**config.mk**
```make
export PLATFORM = sky130hd
export DESIGN_NAME = apple_uart_pia_flat
export DESIGN_NICKNAME = d
export VERILOG_FILES = /design/src/rtl/apple_uart_pia_if.sv /design/src/rtl/apple_uart_pia.sv /design/src/flat_wrapper.sv
export SDC_FILE = /design/constraint.sdc
export NUM_CORES = 1
export LEC_CHECK = 0
export ABC_CLOCK_PERIOD_IN_PS = 9900
export CAP_MARGIN = 40
export CORE_MARGIN = 2
export CORE_UTILIZATION = 61
export DETAILED_ROUTE_END_ITERATION = 12
export HOLD_SLACK_MARGIN = 0.02
export PLACE_DENSITY = 0.85
export SLEW_MARGIN = 20
export SYNTH_ARGS = -nofsm -noshare
export SYNTH_HDL_FRONTEND = slang
export SYNTH_SLANG_ARGS = --single-unit
```
**constraint.sdc**
```tcl
create_clock -name clk -period 9.9 [get_ports clk]
set_clock_uncertainty 0.2 [all_clocks]
set_input_delay 1.98 -clock clk [delete_from_list [all_inputs] [get_ports clk]]
set_output_delay 1.98 -clock clk [all_outputs]
set_load 0.01 [all_outputs]
```
**src/rtl/apple_uart_pia_if.sv**
```systemverilog
// rtl/apple_uart_pia_if.sv - 6502 bus signals seen by the Apple-1 PIA-compatible UART bridge
//
// Purpose: groups the CPU-side bus of apple_uart_pia.
// Signals:
//   cpu_en  1-cycle strobe qualifying a 6502 bus cycle
//   ab      CPU address
//   rw      1 = read, 0 = write
//   dbo     CPU write data
//   dbi     registered read data from the bridge
//   hit     registered window-hit flag for the top-level read mux
// Modports: master = CPU side, slave = bridge side.

interface apple_uart_pia_if;
  logic        cpu_en;
  logic [15:0] ab;
  logic        rw;
  logic [7:0]  dbo;
  logic [7:0]  dbi;
  logic        hit;

  modport master (output cpu_en, ab, rw, dbo, input dbi, hit);
  modport slave  (input cpu_en, ab, rw, dbo, output dbi, hit);
endinterface

```
**src/rtl/apple_uart_pia.sv**
```systemverilog
// rtl/apple_uart_pia.sv - Apple-1 PIA-compatible UART bridge with RX/TX FIFOs and CTS
//
// Purpose: bridges the 6502 bus to a uart core through a 4-register window
//   (RXD, RXCR, TXD, STAT), an RX FIFO with overrun flag, a TX FIFO drained
//   by a small FSM, sticky overflow flag and threshold CTS flow control.
// Ports:
//   clk, reset          system clock, synchronous active-high reset
//   bus (slave)         cpu_en/ab/rw/dbo in, dbi/hit out (registered)
//   rx_valid, rx_data   received byte strobe and data from the uart
//   rx_busy, tx_busy    uart receive / transmit activity
//   tx_start, tx_data   transmit pulse and held byte to the uart
//   uart_cts            1 = hold off the remote sender

module apple_uart_pia #(
  parameter logic [15:0] BASE_ADDR = 16'hD010,
  parameter int          RX_DEPTH  = 8,
  parameter int          TX_DEPTH  = 4,
  parameter bit          SEVEN_BIT = 1'b1,
  parameter int          CTS_LEVEL = RX_DEPTH - 2
) (
  input  logic                  clk,
  input  logic                  reset,
  apple_uart_pia_if.slave       bus,
  input  logic                  rx_valid,
  input  logic [7:0]            rx_data,
  input  logic                  rx_busy,
  input  logic                  tx_busy,
  output logic                  tx_start,
  output logic [7:0]            tx_data,
  output logic                  uart_cts
);

  localparam int RAW = $clog2(RX_DEPTH);
  localparam int RCW = RAW + 1;
  localparam int TAW = $clog2(TX_DEPTH);
  localparam int TCW = TAW + 1;
  localparam logic [RCW-1:0] RX_FULL_CNT = RCW'(RX_DEPTH);
  localparam logic [TCW-1:0] TX_FULL_CNT = TCW'(TX_DEPTH);
  localparam logic [RCW-1:0] CTS_LVL     = RCW'(CTS_LEVEL);

  typedef enum logic [1:0] {S_IDLE, S_WAIT_BUSY, S_WAIT_DONE} state_e;

  // Storage
  logic [7:0]     rx_mem_q [RX_DEPTH];
  logic [7:0]     tx_mem_q [TX_DEPTH];

  // Registers
  logic [RAW-1:0] rx_rd_q, rx_rd_d, rx_wr_q, rx_wr_d;
  logic [RCW-1:0] rx_count_q, rx_count_d;
  logic [TAW-1:0] tx_rd_q, tx_rd_d, tx_wr_q, tx_wr_d;
  logic [TCW-1:0] tx_count_q, tx_count_d;
  logic           rx_overrun_q, rx_overrun_d;
  logic           tx_overflow_q, tx_overflow_d;
  logic [7:0]     dbi_q, dbi_d;
  logic           hit_q, hit_d;
  state_e         state_q, state_d;
  logic [1:0]     wait_cnt_q, wait_cnt_d;
  logic           tx_start_q, tx_start_d;
  logic [7:0]     tx_data_q, tx_data_d;

  // Decode
  logic [15:0] offset;
  logic        win, rd, wr;
  logic [1:0]  reg_sel;
  logic        rx_empty, rx_full, tx_empty, tx_full;
  logic        rx_pop, rx_we, rx_drop;
  logic        tx_wr, tx_we, tx_drop, drain_pop;
  logic        flush, clr_flags;
  logic [7:0]  rx_head, rxd_byte, tx_head, tx_wdata, stat_byte, rd_byte;

  // Unsigned subtraction folds the window test into one compare.
  assign offset  = bus.ab - BASE_ADDR;
  assign win     = bus.cpu_en && (offset[15:2] == 14'd0);
  assign reg_sel = offset[1:0];
  assign rd      = win && bus.rw;
  assign wr      = win && !bus.rw;

  assign rx_empty = (rx_count_q == '0);
  assign rx_full  = (rx_count_q == RX_FULL_CNT);
  assign tx_empty = (tx_count_q == '0);
  assign tx_full  = (tx_count_q == TX_FULL_CNT);

  assign flush     = wr && (reg_sel == 2'd3) && bus.dbo[0];
  assign clr_flags = wr && (reg_sel == 2'd3) && bus.dbo[1];

  // RX: a pop frees a slot in the same cycle, so a full FIFO still accepts.
  assign rx_pop  = rd && (reg_sel == 2'd0) && !rx_empty;
  assign rx_drop = rx_valid && rx_full && !rx_pop;
  assign rx_we   = rx_valid && !rx_drop && !flush;

  // TX: the drain FSM may pop in the same cycle as a CPU push.
  assign drain_pop = (state_q == S_IDLE) && !tx_empty && !tx_busy;
  assign tx_wr     = wr && (reg_sel == 2'd2);
  assign tx_drop   = tx_wr && tx_full && !drain_pop;
  assign tx_we     = tx_wr && !tx_drop && !flush;
  assign tx_wdata  = SEVEN_BIT ? {1'b0, bus.dbo[6:0]} : bus.dbo;

  assign rx_head  = rx_mem_q[rx_rd_q];
  assign tx_head  = tx_mem_q[tx_rd_q];
  assign rxd_byte = SEVEN_BIT ? {1'b1, rx_head[6:0]} : rx_head;

  assign stat_byte = {tx_full, tx_empty, rx_full, rx_empty,
                      rx_overrun_q, tx_overflow_q, (state_q == S_IDLE), 1'b0};

  always_comb begin
    rd_byte = 8'h00;
    case (reg_sel)
      2'd0: rd_byte = rx_pop ? rxd_byte : 8'h00;
      2'd1: rd_byte = {!rx_empty, rx_overrun_q, 6'b0};
      2'd2: rd_byte = {tx_full, 7'b0};
      2'd3: rd_byte = stat_byte;
      default: rd_byte = 8'h00;
    endcase
  end

  always_comb begin
    // Bus read-back
    dbi_d = dbi_q;
    hit_d = hit_q;
    if (bus.cpu_en) begin
      hit_d = win;
      dbi_d = rd ? rd_byte : 8'h00;
    end

    // RX FIFO
    rx_rd_d    = rx_rd_q;
    rx_wr_d    = rx_wr_q;
    rx_count_d = rx_count_q;
    if (flush) begin
      rx_rd_d    = '0;
      rx_wr_d    = '0;
      rx_count_d = '0;
    end else begin
      if (rx_we)  rx_wr_d = rx_wr_q + RAW'(1);
      if (rx_pop) rx_rd_d = rx_rd_q + RAW'(1);
      rx_count_d = rx_count_q + {{(RCW-1){1'b0}}, rx_we} - {{(RCW-1){1'b0}}, rx_pop};
    end

    // TX FIFO
    tx_rd_d    = tx_rd_q;
    tx_wr_d    = tx_wr_q;
    tx_count_d = tx_count_q;
    if (flush) begin
      tx_rd_d    = '0;
      tx_wr_d    = '0;
      tx_count_d = '0;
    end else begin
      if (tx_we)     tx_wr_d = tx_wr_q + TAW'(1);
      if (drain_pop) tx_rd_d = tx_rd_q + TAW'(1);
      tx_count_d = tx_count_q + {{(TCW-1){1'b0}}, tx_we} - {{(TCW-1){1'b0}}, drain_pop};
    end

    // Sticky flags: a new error wins over a clear in the same cycle.
    rx_overrun_d  = rx_overrun_q;
    tx_overflow_d = tx_overflow_q;
    if (clr_flags || (wr && (reg_sel == 2'd1))) rx_overrun_d = 1'b0;
    if (clr_flags) tx_overflow_d = 1'b0;
    if (rx_drop) rx_overrun_d = 1'b1;
    if (tx_drop) tx_overflow_d = 1'b1;

    // Drain FSM; a flush leaves an in-flight byte to finish normally.
    state_d    = state_q;
    wait_cnt_d = wait_cnt_q;
    tx_start_d = 1'b0;
    tx_data_d  = tx_data_q;
    case (state_q)
      S_IDLE: begin
        if (drain_pop) begin
          tx_start_d = 1'b1;
          tx_data_d  = tx_head;
          wait_cnt_d = 2'd0;
          state_d    = S_WAIT_BUSY;
        end
      end
      S_WAIT_BUSY: begin
        // Give up after 4 cycles in case the uart never reports busy.
        if (tx_busy)                 state_d = S_WAIT_DONE;
        else if (wait_cnt_q == 2'd3) state_d = S_IDLE;
        else                         wait_cnt_d = wait_cnt_q + 2'd1;
      end
      S_WAIT_DONE: begin
        if (!tx_busy) state_d = S_IDLE;
      end
      default: state_d = S_IDLE;
    endcase
  end

  always_ff @(posedge clk) begin
    if (reset) begin
      rx_rd_q       <= '0;
      rx_wr_q       <= '0;
      rx_count_q    <= '0;
      tx_rd_q       <= '0;
      tx_wr_q       <= '0;
      tx_count_q    <= '0;
      rx_overrun_q  <= 1'b0;
      tx_overflow_q <= 1'b0;
      dbi_q         <= 8'h00;
      hit_q         <= 1'b0;
      state_q       <= S_IDLE;
      wait_cnt_q    <= 2'd0;
      tx_start_q    <= 1'b0;
      tx_data_q     <= 8'h00;
    end else begin
      rx_rd_q       <= rx_rd_d;
      rx_wr_q       <= rx_wr_d;
      rx_count_q    <= rx_count_d;
      tx_rd_q       <= tx_rd_d;
      tx_wr_q       <= tx_wr_d;
      tx_count_q    <= tx_count_d;
      rx_overrun_q  <= rx_overrun_d;
      tx_overflow_q <= tx_overflow_d;
      dbi_q         <= dbi_d;
      hit_q         <= hit_d;
      state_q       <= state_d;
      wait_cnt_q    <= wait_cnt_d;
      tx_start_q    <= tx_start_d;
      tx_data_q     <= tx_data_d;
    end
  end

  // FIFO storage needs no reset; occupancy counters gate every read.
  always_ff @(posedge clk) begin
    if (!reset && rx_we) rx_mem_q[rx_wr_q] <= rx_data;
    if (!reset && tx_we) tx_mem_q[tx_wr_q] <= tx_wdata;
  end

  assign bus.dbi  = dbi_q;
  assign bus.hit  = hit_q;
  assign tx_start = tx_start_q;
  assign tx_data  = tx_data_q;
  assign uart_cts = rx_busy || (rx_count_q >= CTS_LVL);

endmodule

```
**src/flat_wrapper.sv**
```systemverilog
// flat-port wrapper written by rule: the top's interface ports become plain ports
module apple_uart_pia_flat 
#(
  parameter logic [15:0] BASE_ADDR = 16'hD010,
  parameter int          RX_DEPTH  = 8,
  parameter int          TX_DEPTH  = 4,
  parameter bit          SEVEN_BIT = 1'b1,
  parameter int          CTS_LEVEL = RX_DEPTH - 2
)
  (clk, reset, rx_valid, rx_data, rx_busy, tx_busy, tx_start, tx_data, uart_cts, bus_cpu_en, bus_ab, bus_rw, bus_dbo, bus_dbi, bus_hit);
  apple_uart_pia_if bus_i ();
  input  logic clk;
  input  logic reset;
  input  logic rx_valid;
  input  logic [7:0] rx_data;
  input  logic rx_busy;
  input  logic tx_busy;
  output logic tx_start;
  output logic [7:0] tx_data;
  output logic uart_cts;
  input wire logic [$bits(bus_i.cpu_en)-1:0] bus_cpu_en;
  input wire logic [$bits(bus_i.ab)-1:0] bus_ab;
  input wire logic [$bits(bus_i.rw)-1:0] bus_rw;
  input wire logic [$bits(bus_i.dbo)-1:0] bus_dbo;
  output wire logic [$bits(bus_i.dbi)-1:0] bus_dbi;
  output wire logic [$bits(bus_i.hit)-1:0] bus_hit;
  assign bus_i.cpu_en = bus_cpu_en;
  assign bus_i.ab = bus_ab;
  assign bus_i.rw = bus_rw;
  assign bus_i.dbo = bus_dbo;
  assign bus_dbi = bus_i.dbi;
  assign bus_hit = bus_i.hit;
  apple_uart_pia #(.BASE_ADDR(BASE_ADDR), .RX_DEPTH(RX_DEPTH), .TX_DEPTH(TX_DEPTH), .SEVEN_BIT(SEVEN_BIT), .CTS_LEVEL(CTS_LEVEL)) u_core (.clk(clk), .reset(reset), .bus(bus_i), .rx_valid(rx_valid), .rx_data(rx_data), .rx_busy(rx_busy), .tx_busy(tx_busy), .tx_start(tx_start), .tx_data(tx_data), .uart_cts(uart_cts));
endmodule
```
# [Word-level counts from Yosys, hierarchy flattened]
# Memory sizes are Yosys's and may differ from the RTL's. A register that Yosys moved wholly into a read port is not among the register bits.
# Cells that the tools add are included.
# W data, S select, Z words.
[classes] eq_ne=13 muxes=23 n_reduce_logical=47 n_bitwise=1 n_lt_le_gt_ge=1 add_sub_neg=10
[op_table] op="$pmux W8 S4" count=1
[op_table] op="$logic_and A1 B1 Y1" count=22
[op_table] op="$mux W8" count=2
[op_table] op="$sub A16 B16 Y16 const B" count=1
[op_table] op="$logic_not A14 Y1" count=1
[op_table] op="$mux W2" count=7
[op_table] op="$logic_not A1 Y1" count=10
[op_table] op="$mux W1" count=9
[op_table] op="$eq A2 B2 Y1 const B" count=4
[op_table] op="$add A2 B1 Y2 const B" count=3
[op_table] op="$add A3 B1 Y3 const B" count=2
[op_table] op="$mux W3" count=2
[op_table] op="$ne A2 B2 Y1 const B" count=3
[op_table] op="$pmux W2 S3" count=1
[op_table] op="$reduce_bool A2 Y1" count=3
[op_table] op="$add A4 B1 Y4" count=1
[op_table] op="$eq A2 B1 Y1 const B" count=2
[op_table] op="$eq A4 B4 Y1 const B" count=1
[op_table] op="$ge A4 B3 Y1 const B" count=1
[op_table] op="$logic_not A2 Y1" count=2
[op_table] op="$logic_not A4 Y1" count=1
[op_table] op="$pmux W2 S2" count=1
[op_table] op="$reduce_and A4 Y1" count=1
[op_table] op="$reduce_or A2 Y1" count=2
[op_table] op="other kinds (11)" count=12
[word_totals] input_bits=39 mem_count=2 reg_bits=41 mem_bits_rw=92 output_inout_bits=19
[mem_list] memory="u_core.rx_mem_q" words=8 word_bits=8 read_ports=1 rd_ports_with_merged_regs=1 wr=1 line="apple_uart_pia.sv:44" source="logic [7:0] rx_mem_q [RX_DEPTH];"
[mem_list] memory="u_core.tx_mem_q" words=4 word_bits=7 read_ports=1 rd_ports_with_merged_regs=1 wr=1 line="apple_uart_pia.sv:45" source="logic [7:0] tx_mem_q [TX_DEPTH];"

# [Depth between registers and ports, before layout]
# Gate-level depths: netlist of the first run.
[logic_depth] word_depth=14 ltp_mapped=12 depth_no_buf=12

# [Least setup slack after synthesis of the first run]
# OpenSTA, ideal clock, no wires.
[synth_path] path_type="input-to-reg" from="input bus_ab[7]" to="memory u_core.rx_mem_q[4][0] (enable)" path_slack_ps=5130 arrival_ps=4179 setup_time_ps=390 path_buffers=1 cell_stages=6 required_time_ps=9310 path_cell_list="or4b_2 -> nor4_4 -> a31o_2 -> nand2b_1 -> buf_6 -> nor4_1"
[synth_between] elab_chain_len=14 word_cells_on_any_way=18 cone_classes="add/sub: 1; mux: 2; reduce/logical: 15"
[synth_lines] element="start: declaration" line="flat_wrapper.sv:22" source="input wire logic [$bits(bus_i.ab)-1:0] bus_ab;"
[synth_lines] element="$sub A16 B16 Y16 *" line="apple_uart_pia.sv:72" source="assign offset = bus.ab - BASE_ADDR;"
[synth_lines] element="$logic_not A14 Y1 *" line="apple_uart_pia.sv:73" source="assign win = bus.cpu_en && (offset[15:2] == 14'd0);"
[synth_lines] element="$logic_and A1 B1 Y1 *" line="apple_uart_pia.sv:73"
[synth_lines] element="$logic_and A1 B1 Y1" line="apple_uart_pia.sv:75" source="assign rd = win && bus.rw;"
[synth_lines] element="$logic_and A1 B1 Y1 (2 in a row)" line="apple_uart_pia.sv:87" source="assign rx_pop = rd && (reg_sel == 2'd0) && !rx_empty;"
[synth_lines] element="$logic_not A1 Y1" line="apple_uart_pia.sv:88" source="assign rx_drop = rx_valid && rx_full && !rx_pop;"
[synth_lines] element="$logic_and A1 B1 Y1" line="apple_uart_pia.sv:88"
[synth_lines] element="$logic_not A1 Y1" line="apple_uart_pia.sv:89" source="assign rx_we = rx_valid && !rx_drop && !flush;"
[synth_lines] element="$logic_and A1 B1 Y1" line="apple_uart_pia.sv:89"
[synth_lines] element="$logic_and A1 B1 Y1 *" line="apple_uart_pia.sv:89"
[synth_lines] element="$logic_and A1 B1 Y1 *" line="apple_uart_pia.sv:224" source="if (!reset && rx_we) rx_mem_q[rx_wr_q] <= rx_data;"
[synth_lines] element="$mux W1 *" line="apple_uart_pia.sv:224"
[synth_lines] element="$mux W1 (not written as such) *" line="apple_uart_pia.sv:224"
[synth_lines] element="end: declaration" line="apple_uart_pia.sv:44"
# Mark *: on every way between the ends. The rest lies on a longest branch, timed or not.

# [Final worst setup path of the first run]
[layout_path] from="input rx_busy" to="output uart_cts"
[layout_between] elab_chain_len=1
[layout_lines] element="start: declaration" line="flat_wrapper.sv:16" source="input logic rx_busy;"
[layout_lines] element="$logic_or A1 B1 Y1" line="apple_uart_pia.sv:232" source="assign uart_cts = rx_busy || (rx_count_q >= CTS_LVL);"
[layout_lines] element="end: declaration" line="flat_wrapper.sv:20" source="output logic uart_cts;"
# No other way between the ends.

==> results of run 1 <==
-- worst max-delay path by stage --
stage	depth (start not counted)	slack, ps	end	startpoint
2_1_floorplan	6	5130	u_core.rx_mem_q[4][0]$_DFFE_PP_	bus_ab[7]
3_3_place_gp	6	4500	u_core.rx_mem_q[5][1]$_DFFE_PP_	bus_ab[7]
3_5_place_dp	7	4590	u_core.rx_mem_q[3][0]$_DFFE_PP_	bus_ab[7]
4_1_cts	3	4590	uart_cts	rx_busy
5_1_grt	3	4580	uart_cts	rx_busy
6_report	3	4600	uart_cts	rx_busy
-- cells in the mapped netlist (all sizes together), types with 2 or more instances --
master	number
nor2b	9
buf	8
nor3b	4
o21ai	7
a31o	3
mux2i	11
xnor2	8
fa	2
nor2	29
mux4	13
nand2	35
and2	4
inv	23
or3b	4
nand2b	4
nand4	6
a21oi	18
clkbuf	13
ha	16
or4b	2
dfxtp	43
a31oi	5
edfxtp	84
nand3	7
a211oi	5
nor4	7
nand3b	2
nor3	11
and3	5
xor2	3
mux2	4
a2111oi	3
-- sequential cells by signal, summed over array words and instances, names as in the netlist, 2 cells and up, named ones only --
| name | flops |
|---|---|
| u_core.rx_mem_q | 56 |
| u_core.rx_wr_q | 3 |
| u_core.wait_cnt_q | 2 |
| u_core.tx_mem_q | 28 |
| u_core.rx_count_q | 4 |
| u_core.tx_data | 7 |
| u_core.tx_count_q | 3 |
| u_core.tx_wr_q | 2 |
| u_core.rx_rd_q | 3 |
| u_core.state_q | 2 |
| u_core.tx_rd_q | 2 |
| u_core.bus.dbi | 8 |
-- power groups by stage --
stage | Combinational [uW] | Sequential, uW | Clock [uW]
2_1_floorplan | 167 | 631 | 0
3_3_place_gp | 222 | 640 | 0
3_5_place_dp | 232 | 643 | 0
4_1_cts | 243 | 634 | 653
5_1_grt | 272 | 639 | 675
6_report | 247 | 634 | 647
-- per-stage QoR --
| stage | cells | power (uW) | worst slack (ps) | hold slack [ps] |
|---|---|---|---|---|
| floorplan | 418 | 797 | 5130 | 252 |
| global placement | 564 | 862 | 4500 | 243 |
| detailed placement | 568 | 875 | 4590 | 248 |
| CTS | 600 | 1530 | 4590 | 256 |
| global route | 603 | 1590 | 4580 | 280 |
| finish | 603 | 1530 | 4600 | 253 |
-- routing by layer --
metal  GRT usage, %  share of wire, %
met1           30.0                37
met4           11.5               2.0
met2           44.8                55
met5              0                 0
met3           5.89               5.9
-- cell families after synthesis --
group | synth area share (%)
AOI/OAI and AO/OA | 6.73
adders and majority gates | 4.41
muxes | 8.22
xor gates and xnor gates | 1.77
other | 0.0688
DFF | 62.1
and+or+nand+nor | 13.3
buffers and inverters | 3.40
-- cell type report --
type	instances	share of cell area (%)
multi-input cells	246	27.9
clock inverters	15	3.12
clock buffers	17	6.11
inverters	24	1.33
repair buffers	66	9.57
well taps	108	1.99
flip-flops and latches	127	49.9
-- tightest hold or removal path: cells and delay by family (launching register included) --
kind | cells | cell delay (ps)
flip-flops | 1 | 300
AND/OR/NAND/NOR | 1 | 50
AO/OA/AOI/OAI | 1 | 50
==> flow_summary_export.csv, run 1 <==
group,metric,value,unit
clocking,clk_path_buf_depth,2,
pwr,p_clk_share,42.3,%
sta,tns,0,ps
sta,final_max_slew_viol_count,0,
sta,hold_violations,0,
detailed_routing,drt-pass1-iter-count,7,
clocking,cts_setup_buffers,0,
logic_synthesis,synth.avg_cell_area,13.0,um2
logic_synthesis,synth-main-ff-cell,"edfxtp_1",
worst_hold_path,worst_hold_startpoint,"u_core.tx_data[3]$_SDFFE_PP0P_",
clocking,cts_hold_buffers,0,
pwr,vdd_drop_max,0.000142,V
floorplan,core-area,8680,um2
detailed_routing,drcViolationCount,0,
logic_synthesis,yosysSeqAreaShare,62.1,%
cells_and_area,syn_to_final_growth,24.3,%
floorplan,die_area,9710,um2
detailed_routing,drt-total-wl,11700,um
clocking,post_cts_resized,0,
setup_path,cpMostUsedCell,"clkdlybuf4s50_1",
sta,setup_viol,0,
clocking,clk_latency,530,ps
logic_synthesis,yosysTopAreaCellShare,46.3,%
setup_path,required,7720,ps
setup_path,ff2ff_path_depth,10,
detailed_routing,viasPerCell,6.08,
setup_path,reg2reg_to,"u_core.tx_count_q[2]$_SDFF_PP0_",
setup_path,crit_buf_inv,2,
grt,grt_pass1_wl,18700,um
cells_and_area,nNetsFinal,539,
worst_hold_path,whs_path_depth,2,
sta,rsz0062_at_grt,"no",
pwr,p_sw,399,uW
sta,worst_pin_slew,775,ps
detailed_routing,postRouteAntennaNets,0,
cells_and_area,num-fill-cells,494,
clocking,cts_made_buffers,17,
run_status,outcome,"finished clean",
floorplan,rows,34,
setup_path,crit_arrival,3120,ps
setup_path,cp_slowest_stage_delay,480,ps
cells_and_area,final_common_cell,"edfxtp_1",
logic_synthesis,synth_area_leader_cell,"edfxtp_1",
sta,finalCritPeriodShare,53.5,%
placement,postPlaceCellArea,6110,um2
logic_synthesis,yosys_warnings,0,
cells_and_area,multi_input_area,1890,um2
clocking,htreeDepth,4,
cells_and_area,drive_gt1_share,15.2,%
cells_and_area,seqCellArea,3380,um2
placement,place_congestion,0.813,
grt,grt_usage,25.5,%
cells_and_area,final_core_util,78.1,%
grt,grt_pass1_vias,3709,
logic_synthesis,synthDistinctLibCells,57,
setup_path,rrSetupSlack,6750,ps
setup_path,worstPathCellList,"clkdlybuf4s50_1 -> a211o_1 -> clkdlybuf4s50_1",
pwr,combPwrFrac,16.2,%
logic_synthesis,async_reset_ff_share,0,%
pwr,p_int,1130,uW
pwr,switching_share,26.1,%
worst_hold_path,worstHoldEndpoint,"u_core.tx_data[3]$_SDFFE_PP0P_",
pwr,power_density,226,nW/um2
detailed_routing,post_drt_wl_per_cell,19.4,um
cells_and_area,final_cell_mix,"edfxtp_1, clkdlybuf4s50_1, dfxtp_1",
sta,slew_headroom,48.3,%
setup_path,startpoint_type,"primary input",
grt,grt_overflow,0,
sta,period_needed,5300,ps
clocking,cts_sinks,127,
detailed_routing,drtIter0Drc,203,
setup_path,critPathSlowestCell,"clkdlybuf4s50_1",
setup_path,path_class,"primary input to output pin",
setup_path,worstPathMaxFanout,1,
logic_synthesis,synthTopCellsByArea,"edfxtp_1, dfxtp_1, mux4_2",
logic_synthesis,synth_cells,418,
clocking,clk_pin_slew_worst_paths,60,ps
floorplan,die_h,98.5,um
logic_synthesis,yosys_register_bits,127,
clocking,cts_tree,"built",
setup_path,cp-end-kind,"output pin",
run,maxCapViolations,0,
pwr,p_leak,0.00233,uW
grt,grt_start_max_net_pins,22,
logic_synthesis,synth_edf_count,84,
setup_path,cpLargestDelayFamily,"buffers and inverters",
logic_synthesis,synth_area,5450,um2
cells_and_area,n_antenna_cell,0,
grt,antenna_found_initial,0,
floorplan,start_util,62.8,%
sta,fmax,0.189,GHz
placement,hpwl,7580,um
detailed_routing,vias,3668,
setup_path,reg2reg_from,"u_core.tx_count_q[1]$_SDFF_PP0_",
floorplan,fp.dieW,98.5,um
pwr,pwr-share-seq,41.5,%
clocking,root_buffer,"clkbuf_8",
worst_hold_path,worstHoldPathType,"flop to flop",
cells_and_area,fin_area,6780,um2
placement,port_buffers,54,
floorplan,io_pins,58,
logic_synthesis,syn-num-nets,475,
No activity file was read; power rests on OpenSTA's default activity.
==> inputs of run 2 (changes only) <==
--- a/config.mk
+++ b/config.mk
@@ -5,13 +5,13 @@
 export SDC_FILE = /design/constraint.sdc
 export NUM_CORES = 1
 export LEC_CHECK = 0
-export ABC_CLOCK_PERIOD_IN_PS = 9900
+export ABC_CLOCK_PERIOD_IN_PS = 5500
 export CAP_MARGIN = 40
 export CORE_MARGIN = 2
-export CORE_UTILIZATION = 61
+export CORE_UTILIZATION = 56
 export DETAILED_ROUTE_END_ITERATION = 12
 export HOLD_SLACK_MARGIN = 0.02
-export PLACE_DENSITY = 0.85
+export PLACE_DENSITY = 0.79
 export SLEW_MARGIN = 20
 export SYNTH_ARGS = -nofsm -noshare
 export SYNTH_HDL_FRONTEND = slang
==> constraint.sdc (replaced) <==
create_clock -name clk -period 5.5 [get_ports clk]
set_clock_uncertainty 0.2 [all_clocks]
set_input_delay 1.1 -clock clk [delete_from_list [all_inputs] [get_ports clk]]
set_output_delay 1.1 -clock clk [all_outputs]
set_load 0.01 [all_outputs]
==> run 2 against run 1 <==
Via count fell by 4.2%. Critical path depth rose by 6. Power rose by 67%. Clock power rose by 51%. Sequential share of layout area rose by 0.69 points. Die area rose by 8.5%.
==> flow_summary_export.csv, run 2 (synthesis results as in run 1) <==
group,metric,value,unit
run_status,outcome,"finished clean",
floorplan,fp.dieW,103,um
cells_and_area,multi_input_area,1880,um2
detailed_routing,drt-pass1-iter-count,5,
sta,period_needed,3910,ps
setup_path,crit_arrival,4110,ps
sta,fmax,0.256,GHz
floorplan,core-area,9590,um2
clocking,cts_hold_buffers,0,
clocking,clk_pin_slew_worst_paths,60,ps
sta,rsz0062_at_grt,"no",
detailed_routing,viasPerCell,5.60,
detailed_routing,drtIter0Drc,189,
pwr,power_density,382,nW/um2
sta,hold_violations,0,
worst_hold_path,worstHoldPathType,"flop to flop",
cells_and_area,largest_reg_flops,56,
grt,grt_start_max_net_pins,22,
detailed_routing,drcViolationCount,0,
cells_and_area,num-fill-cells,654,
setup_path,required,5700,ps
detailed_routing,vias,3515,
floorplan,die_area,10500,um2
cells_and_area,n_antenna_cell,0,
clocking,cts_tree,"built",
setup_path,cp-end-kind,"flop",
floorplan,start_util,56.8,%
sta,tns,0,ps
clocking,root_buffer,"clkbuf_8",
detailed_routing,postRouteAntennaNets,0,
placement,port_buffers,54,
detailed_routing,post_drt_wl_per_cell,17.9,um
floorplan,io_pins,58,
clocking,cts_made_buffers,17,
pwr,p_leak,0.00229,uW
sta,setup_viol,0,
pwr,vdd_drop_max,0.000279,V
clocking,clk_latency,520,ps
grt,grt_overflow,0,
cells_and_area,final_cell_mix,"edfxtp_1, clkdlybuf4s50_1, dfxtp_1",
clocking,htreeDepth,4,
clocking,cts_setup_buffers,0,
clocking,clk_path_buf_depth,2,
grt,grt_usage,23.2,%
detailed_routing,drt-total-wl,11200,um
placement,place_congestion,0.819,
cells_and_area,drive_gt1_share,14.3,%
cells_and_area,syn_to_final_growth,22.6,%
clocking,cts_sinks,127,
sta,finalCritPeriodShare,71.1,%
floorplan,rows,36,
grt,grt_pass1_wl,17900,um
placement,hpwl,7470,um
grt,antenna_found_initial,0,
cells_and_area,nNetsFinal,539,
cells_and_area,final_common_cell,"edfxtp_1",
setup_path,worstPathMaxFanout,8,
setup_path,startpoint_type,"primary input",
sta,final_max_slew_viol_count,0,
grt,grt_pass1_vias,3562,
setup_path,path_class,"primary input to flop",
clocking,post_cts_resized,0,
sta,worst_pin_slew,762,ps
run,maxCapViolations,0,
sta,slew_headroom,49.0,%
cells_and_area,seqCellArea,3380,um2
cells_and_area,top_register,"u_core.rx_mem_q",
floorplan,die_h,103,um
cells_and_area,final_core_util,69.7,%
-- run 2: metal layers --
metal / vias to the layer above / part of all wire, % / GRT usage [%]
met5: - / 0 / 0
met4: 0 / 2.1 / 9.95
met3: 24 / 5.0 / 5.42
met2: 108 / 51 / 39.5
met1: 1710 / 42 / 28.4
li1: 1673 / - / -
-- run 2: where the power goes --
group          total [uW]  switching [uW]  internal (uW)
combinational         436             223            213
sequential           1140            61.2           1080
clock                 980             423            557
-- run 2: worst paths after layout --
| kind | startpoint | endpoint | slack (ps) | depth (start not counted) |
|---|---|---|---|---|
| hold reg to reg | u_core.tx_data[5]$_SDFFE_PP0P_ | u_core.tx_data[5]$_SDFFE_PP0P_ | 260 | 2 |
| setup / recovery | bus_ab[6] | u_core.rx_count_q[1]$_SDFF_PP0_ | 1590 | 9 |
| setup reg to reg | u_core.tx_count_q[1]$_SDFF_PP0_ | u_core.tx_count_q[2]$_SDFF_PP0_ | 2350 | 10 |
| hold / removal | u_core.tx_data[5]$_SDFFE_PP0P_ | u_core.tx_data[5]$_SDFFE_PP0P_ | 260 | 2 |
-- run 2: critical path, stage by stage --
cell and delay (ps):
clkdlybuf4s50_1 390, or4_1 530, nand4bb_1 520, o21ai_0 640, nor2b_1 210, ha_1 210, fa_1 420, inv_1 60
nor2_1 40
-- run 2: per-stage QoR --
stage | cells | area [um2] | power, uW | hold WS (ps) | setup WS [ps]
3_3_place_gp | 593 | 6130 | 1560 | 243 | 1160
3_5_place_dp | 594 | 6140 | 1580 | 256 | 1120
4_1_cts | 626 | 6670 | 2560 | 264 | 1600
2_1_floorplan | 418 | 5450 | 1440 | 252 | 1610
6_report | 628 | 6680 | 2550 | 262 | 1590
5_1_grt | 628 | 6680 | 2660 | 289 | 1410
-- run 2: area by class of cell --
| type | instances | share of cell area (%) |
|---|---|---|
| inverters | 24 | 1.35 |
| clock buffers | 17 | 6.20 |
| well taps | 133 | 2.49 |
| clock inverters | 15 | 1.63 |
| flip-flops and latches | 127 | 50.6 |
| multi-input cells | 246 | 28.1 |
| repair buffers | 66 | 9.57 |
